## src/rtl/game_pkg.sv

```systemverilog
// Shared types and constants for the tug-of-war game blocks.
package game_pkg;

    typedef enum logic [1:0] {
        IDLE  = 2'd0,
        PRESS = 2'd1,
        GAP   = 2'd2
    } presser_state_t;

    localparam int              LFSR_W       = 10;
    localparam int              LFSR_TAP_HI  = 9;
    localparam int              LFSR_TAP_LO  = 6;
    localparam logic [LFSR_W-1:0] SEED_DEFAULT = 10'h001;

endpackage

```

## src/rtl/cyber_lfsr.sv

```systemverilog
// Free-running 10-bit Fibonacci LFSR, polynomial x^10 + x^7 + 1 (period 1023).
module cyber_lfsr
    import game_pkg::*;
#(
    parameter logic [LFSR_W-1:0] SEED = SEED_DEFAULT
) (
    input  logic              clk,
    input  logic              reset,
    output logic [LFSR_W-1:0] q
);

    always_ff @(posedge clk or negedge reset) begin
        if (!reset) begin
            q <= SEED;
        end else begin
            q <= {q[LFSR_W-2:0], q[LFSR_TAP_HI] ^ q[LFSR_TAP_LO]};
        end
    end

endmodule

```

## src/rtl/cyber_presser.sv

```systemverilog
// Computer opponent: issues random press/release waveforms, one rising edge per press.
//
//  state | meaning
//  IDLE  | waiting; compares lfsr against difficulty each cycle
//  PRESS | press held high for HOLD_CYC cycles (cut short when enable drops)
//  GAP   | press held low for GAP_CYC cycles, enable ignored
module cyber_presser
    import game_pkg::*;
#(
    parameter int                HOLD_CYC = 2,
    parameter int                GAP_CYC  = 2,
    parameter logic [LFSR_W-1:0] SEED     = SEED_DEFAULT
) (
    input  logic       clk,
    input  logic       reset,
    input  logic       enable,
    input  logic [8:0] difficulty,
    output logic       press,
    output logic       busy,
    output logic [7:0] press_count
);

    localparam int CNT_MAX = (HOLD_CYC > GAP_CYC) ? HOLD_CYC : GAP_CYC;
    localparam int CNT_W   = $clog2(CNT_MAX + 1);
    localparam logic [CNT_W-1:0] HOLD_LD = CNT_W'(HOLD_CYC - 1);
    localparam logic [CNT_W-1:0] GAP_LD  = CNT_W'(GAP_CYC - 1);

    presser_state_t    state, state_nxt;
    logic [CNT_W-1:0]  cnt, cnt_nxt;
    logic [LFSR_W-1:0] lfsr;
    logic              hit;
    logic              count_inc;

    cyber_lfsr #(.SEED(SEED)) u_lfsr (
        .clk   (clk),
        .reset (reset),
        .q     (lfsr)
    );

    assign hit = enable && (lfsr < {1'b0, difficulty});

    always_comb begin
        state_nxt = state;
        cnt_nxt   = cnt;
        count_inc = 1'b0;
        case (state)
            IDLE: begin
                if (hit) begin
                    state_nxt = PRESS;
                    cnt_nxt   = HOLD_LD;
                    count_inc = 1'b1;
                end
            end
            PRESS: begin
                // Dropping enable releases early so a finished round never leaves the key down.
                if (!enable || cnt == '0) begin
                    state_nxt = GAP;
                    cnt_nxt   = GAP_LD;
                end else begin
                    cnt_nxt = cnt - 1'b1;
                end
            end
            GAP: begin
                if (cnt == '0) begin
                    state_nxt = IDLE;
                    cnt_nxt   = '0;
                end else begin
                    cnt_nxt = cnt - 1'b1;
                end
            end
            default: begin
                state_nxt = IDLE;
                cnt_nxt   = '0;
            end
        endcase
    end

    always_ff @(posedge clk or negedge reset) begin
        if (!reset) begin
            state       <= IDLE;
            cnt         <= '0;
            press       <= 1'b0;
            busy        <= 1'b0;
            press_count <= 8'd0;
        end else begin
            state <= state_nxt;
            cnt   <= cnt_nxt;
            press <= (state_nxt == PRESS);
            busy  <= (state_nxt != IDLE);
            if (count_inc && press_count != 8'hFF) begin
                press_count <= press_count + 8'd1;
            end
        end
    end

endmodule
```

## config.mk

```make
export PLATFORM = sky130hd
export DESIGN_NAME = cyber_presser
export DESIGN_NICKNAME = d
export VERILOG_FILES = /design/src/rtl/game_pkg.sv /design/src/rtl/cyber_lfsr.sv /design/src/rtl/cyber_presser.sv
export SDC_FILE = /design/constraint.sdc
export NUM_CORES = 1
export LEC_CHECK = 0
export BUFFER_PORTS_ARGS = -buffer_cell sky130_fd_sc_hd__buf_2
export CAP_MARGIN = 40
export CORE_AREA = 2 2 51 49
export CTS_CLUSTER_DIAMETER = 50
export DETAILED_ROUTE_END_ITERATION = 10
export DIE_AREA = 0 0 53 51
export PLACE_DENSITY = 0.81
export SLEW_MARGIN = 40
export SYNTH_ARGS = -nofsm -noshare
export SYNTH_HDL_FRONTEND = slang
export SYNTH_SLANG_ARGS = --single-unit
```

## constraint.sdc

```tcl
create_clock -name clk -period 5.6 [get_ports clk]
set_input_delay 0.84 -clock clk [delete_from_list [all_inputs] [get_ports clk]]
set_output_delay 0.84 -clock clk [all_outputs]
set_load 0.01 [all_outputs]
```

# [After elaboration in Yosys (flattened, before gate mapping)]
# Index checks and enable logic that the tools add are counted.
[word_totals] reg_bits=24 output_inout_bits=10
[op_classes] bitwise=1 n_lt_le_gt_ge=1 mux=10 n_eq_ne=5 n_addsub=2 n_reduce_logical=7
[op_table] op="2-bit two-way mux" count=6
[op_table] op="2-bit case mux with 3 select lines" count=2
[op_table] op="10-bit by 9-bit less-than comparator with 1-bit output" count=1
[op_table] op="8-bit by 1-bit adder with 8-bit output (second input constant)" count=1
[op_table] op="8-bit inequality test (second input constant)" count=1
[op_table] op="2-bit by 1-bit equality test with 1-bit output (second input constant)" count=2
[op_table] op="2-bit zero test" count=2
[op_table] op="2-bit equality test (second input constant)" count=1
[op_table] op="1-bit logical AND" count=2
[op_table] op="1-bit two-way mux" count=2
[op_table] op="2-bit inequality test (second input constant)" count=1
[op_table] op="2-bit nonzero test" count=1
[op_table] op="2-bit by 1-bit subtractor with 2-bit output (second input constant)" count=1
[op_table] op="1-bit zero test" count=1
[op_table] op="1-bit logical OR" count=1
[op_table] op="1-bit XOR" count=1

# [Depth between registers and ports, before layout]
[logic_depth] ltp_word=5 mapped_depth=7 mapped_depth_nobuf=7

# [By module]
# A second synthesis with hierarchy kept.
[unflattened] hier_cells=104 hier_area_um2=1186.1
[modules_own_cells] mod="cyber_presser" seq_area_each_um2=350.3 area_each_um2=925.9 cells_each=93 n_inst=1
[modules_own_cells] mod="cyber_lfsr" seq_area_each_um2=251.5 area_each_um2=260.2 cells_each=11 n_inst=1

# [Worst setup path before layout]
# Ideal clock, no wire load.
[synth_path] path_kind="input to register" startpoint="input difficulty[7]" endpoint="register press_count[6]" stages=7 setup_time_ns=0.128 arrival_time_ns=2.683 slack_ns=2.789 cell_sequence="inv_1 > ha_1 > a21o_1 > a2111oi_4 > o221ai_2 > or4_1 > mux2_1"
[synth_via] elab_chain_len=5
[synth_rtl] item="start, declared" line="cyber_presser.sv:17" source="input logic [8:0] difficulty,"
[synth_rtl] item="10-bit by 9-bit less-than comparator with 1-bit output" line="cyber_presser.sv:40" source="assign hit = enable && (lfsr < {1'b0, difficulty});"
[synth_rtl] item="1-bit logical AND" line="cyber_presser.sv:40"
[synth_rtl] item="1-bit two-way mux" line="cyber_presser.sv:48" source="if (hit) begin"
[synth_rtl] item="1-bit two-way mux" line="cyber_presser.sv:46" source="case (state)"
[synth_rtl] item="1-bit logical AND" line="cyber_presser.sv:90" source="if (count_inc && press_count != 8'hFF) begin"
[synth_rtl] item="end signal, assigned" line="cyber_presser.sv:91" source="press_count <= press_count + 8'd1;"
[synth_rtl] item="end, declared" line="cyber_presser.sv:20" source="output logic [7:0] press_count"
# Every way passes these cells.
# A chain may end at the register's enable or synchronous reset.

# [Worst setup path after layout]
# Same ends and word-level chain as after synthesis.

==> impl_metrics.py <==
metrics = {
    "routing": {
        "postRouteAntennaNets": 0,
        "wire_per_inst_um": 12.72,
        "num_vias": 816,
        "drt_first_iter_violations": 11,
        "drtPass1Iterations": 5,
        "wl_um": 1997,
        "drt_drc_violations_left": 0,
        "vias_per_cell": 5.197,
    },
    "finish": {
        "nets": 154,
        "final_util_pct": 60.06,
        "syn_to_final_growth_pct": 13.68,
        "stdcell_area_mm2": 0.001341,
        "stdcell_count": 157,
        "n_antenna_cell": 0,
        "fillers": 193,
        "drive_gt1_share_pct": 23.26,
    },
    "grt": {
        "grt_pass1_wl_um": 3277,
        "use_met1_pct": 20.81,
        "grt_util_met2_pct": 28.96,
        "grt_max_degree": 25,
        "grt.overflow.total": 0,
        "grt_pass1_vias": 769,
        "grt_usage_pct": 17.13,
        "grtUsageMet3_pct": 6.140,
        "grt-busiest-layer": "met2",
        "antenna_found_initial": 0,
    },
    "timing": {
        "tightestPinTransition_ns": 0.6392,
        "max_slew_margin_pct": 56.93,
        "setup_violations": 0,
        "max_freq_mhz": 377.0,
        "period_share_pct": 47.36,
        "rsz0062_at_grt": "no",
        "slew_viol_final": 0,
        "clock_skew_ns": 0.01211,
        "finalHoldViolations": 0,
        "fin_crit_ns": 2.652,
        "tns_ns": 0,
    },
    "clocking": {
        "cts_max_path_buffers": 2,
        "hold_buffers": 0,
        "cts_resized": 0,
        "cts-root-buf": "clkbuf_4",
        "cts_max_level": 1,
        "cts_tree": "built",
        "numClockSinks": 24,
        "post-cts-setup-buffer-count": 0,
        "numCtsBuffers": 3,
        "clkLatencyLatePin_ns": 0.31,
        "clkTransAtPathRegs_ns": 0.13,
    },
    "worst_setup_path": {
        "startpoint_type": "input pin",
        "cp_data_arrival_time_ns": 2.86,
        "endpoint_kind": "register",
        "crit_start": "difficulty[7]",
        "crit_required_ns": 5.81,
        "worst-setup-path-type": "in -> reg",
        "path_max_fanout": 9,
        "r2r-start": "u_lfsr.q[7]",
    },
    "floorplan": {
        "fp.dieW_um": 53,
        "die_h_um": 51,
        "placement_rows": 17,
        "ios": 22,
        "core_area_mm2": 0.002233,
        "start_util_pct": 52.83,
        "die-area_mm2": 0.002703,
    },
    "pwr": {
        "p_leak_nw": 0.7048,
        "power_density_mw_per_mm2": 384.9,
        "ir_drop_uv": 212.7,
    },
    "place": {
        "gp_congestion": 0.8050,
        "dp_hpwl_um": 1535,
        "portBuffers": 21,
        "dpl_cell_area_mm2": 0.001315,
        "dp_cells": 153,
    },
    "synthesis": {
        "ys_seq_area_share_pct": 51.01,
        "netlist_instances": 105,
        "synth_seq_cells": 24,
        "yosys.cell_types.count": 29,
        "synth_ff_type": "dfrtp_1",
        "synth_edf_count": 0,
        "netlist_area_mm2": 0.001180,
        "syn_area_per_cell_um2": 11.24,
        "ys_async_sr_fraction_pct": 100.0,
        "yosys_warnings": 0,
        "synth_nets": 129,
    },
    "hold_path": {
        "worstHoldStart": "u_lfsr.q[1]",
        "hp-class": "reg -> reg",
    },
    "outcome": {
        "status": "complete, no violations",
    },
    "flow_run": {
        "maxCapViolations": 0,
    },
}
==> cell families (layout without fill, tap and decap cells) <==
kind of cell / Yosys count / in the layout / share of synthesized area (%)
simple gates: 34 / 34 / 15.27
xor+xnor: 7 / 7 / 5.196
compound gates: 13 / 13 / 9.649
mux: 2 / 2 / 1.909
fa+ha+maj: 12 / 12 / 12.73
buf+inv: 13 / 37 / 4.241
flops: 24 / 24 / 51.01
==> synthesized netlist by cell type (2+ instances only) <==
master | count | area share (%)
nor3_1 | 6 | 2.5
nor2b_1 | 2 | 1.1
xor2_1 | 7 | 5.2
nand2b_1 | 3 | 1.6
o21ai_0 | 3 | 1.3
and3_1 | 2 | 1.1
nand2_1 | 3 | 0.95
dfrtp_1 | 23 | 49
nand3_1 | 5 | 2.1
o21a_1 | 2 | 1.3
a21oi_1 | 3 | 1.3
nor2_1 | 7 | 2.2
inv_1 | 12 | 3.8
ha_1 | 12 | 13
==> power breakdown <==
part / leakage, nW / internal [mW] / switching (mW)
Clock: 0.0150 / 0.0278 / 0.0493
Sequential: 0.305 / 0.218 / 0.0513
Combinational: 0.385 / 0.0797 / 0.0902
==> cells in the final DEF (no fill, tap or decap), types with 3 or more instances in the layout <==
cell,instances
nor3_1,6
dfrtp_1,23
nand2_1,3
clkbuf_4,3
nand3_1,5
xor2_1,7
ha_1,12
inv_1,12
a21oi_1,3
nor2_1,7
nand2b_1,3
o21ai_0,3
buf_2,21
==> routing by layer <==
metal,vias to the layer above,share of wire [%]
met5,-,0
met4,0,0.60
met3,2,5.4
met2,17,50
met1,389,44
li1,408,-
==> registers in the layout, indices dropped and copies added, names as in the netlist <==
| name | flops |
|---|---|
| u_lfsr.q | 10 |
| press_count | 8 |
| cnt | 2 |
| state | 2 |
| busy | 1 |
| press | 1 |
==> cell type report <==
cell class / instances / area (µm²) / area share [%]
inverter: 12 / 45.04 / 3.358
sequential: 24 / 601.8 / 44.87
clock buffer: 4 / 26.28 / 1.959
timing repair buffer: 21 / 105.1 / 7.836
tap: 28 / 35.03 / 2.612
multi-input combinational: 68 / 528.0 / 39.37
==> critical path, stage by stage <==
cell,delay (ns)
buf_2,0.07
inv_1,0.03
ha_1,0.31
a21o_1,0.19
a2111oi_4,0.35
o221ai_2,0.23
or4_1,0.52
mux2_1,0.32
==> worst paths after layout <==
kind / cells past startpoint / to / slack, ns
worst max-delay path: 8 / press_count[6] / 2.95
worst min-delay path: 0 / u_lfsr.q[2] / 0.39
worst max register to register: 6 / press_count[6] / 3.19
worst min register to register: 0 / u_lfsr.q[2] / 0.39
max in group asynchronous: 1 / u_lfsr.q[0] / 4.75
min in group asynchronous: 1 / u_lfsr.q[2] / 0.48
==> metrics by stage <==
stage / hold slack, ns / setup slack (ns) / power, mW
after global placement: 0.3624 / 2.660 / 0.4349
final: 0.3896 / 2.948 / 0.5162
after global routing: 0.4066 / 2.877 / 0.5601
after CTS: 0.3898 / 2.937 / 0.5222
after floorplan: 0.3574 / 2.789 / 0.3790
after detailed placement: 0.3719 / 2.603 / 0.4435
No activity file was read; power rests on OpenSTA's default activity.
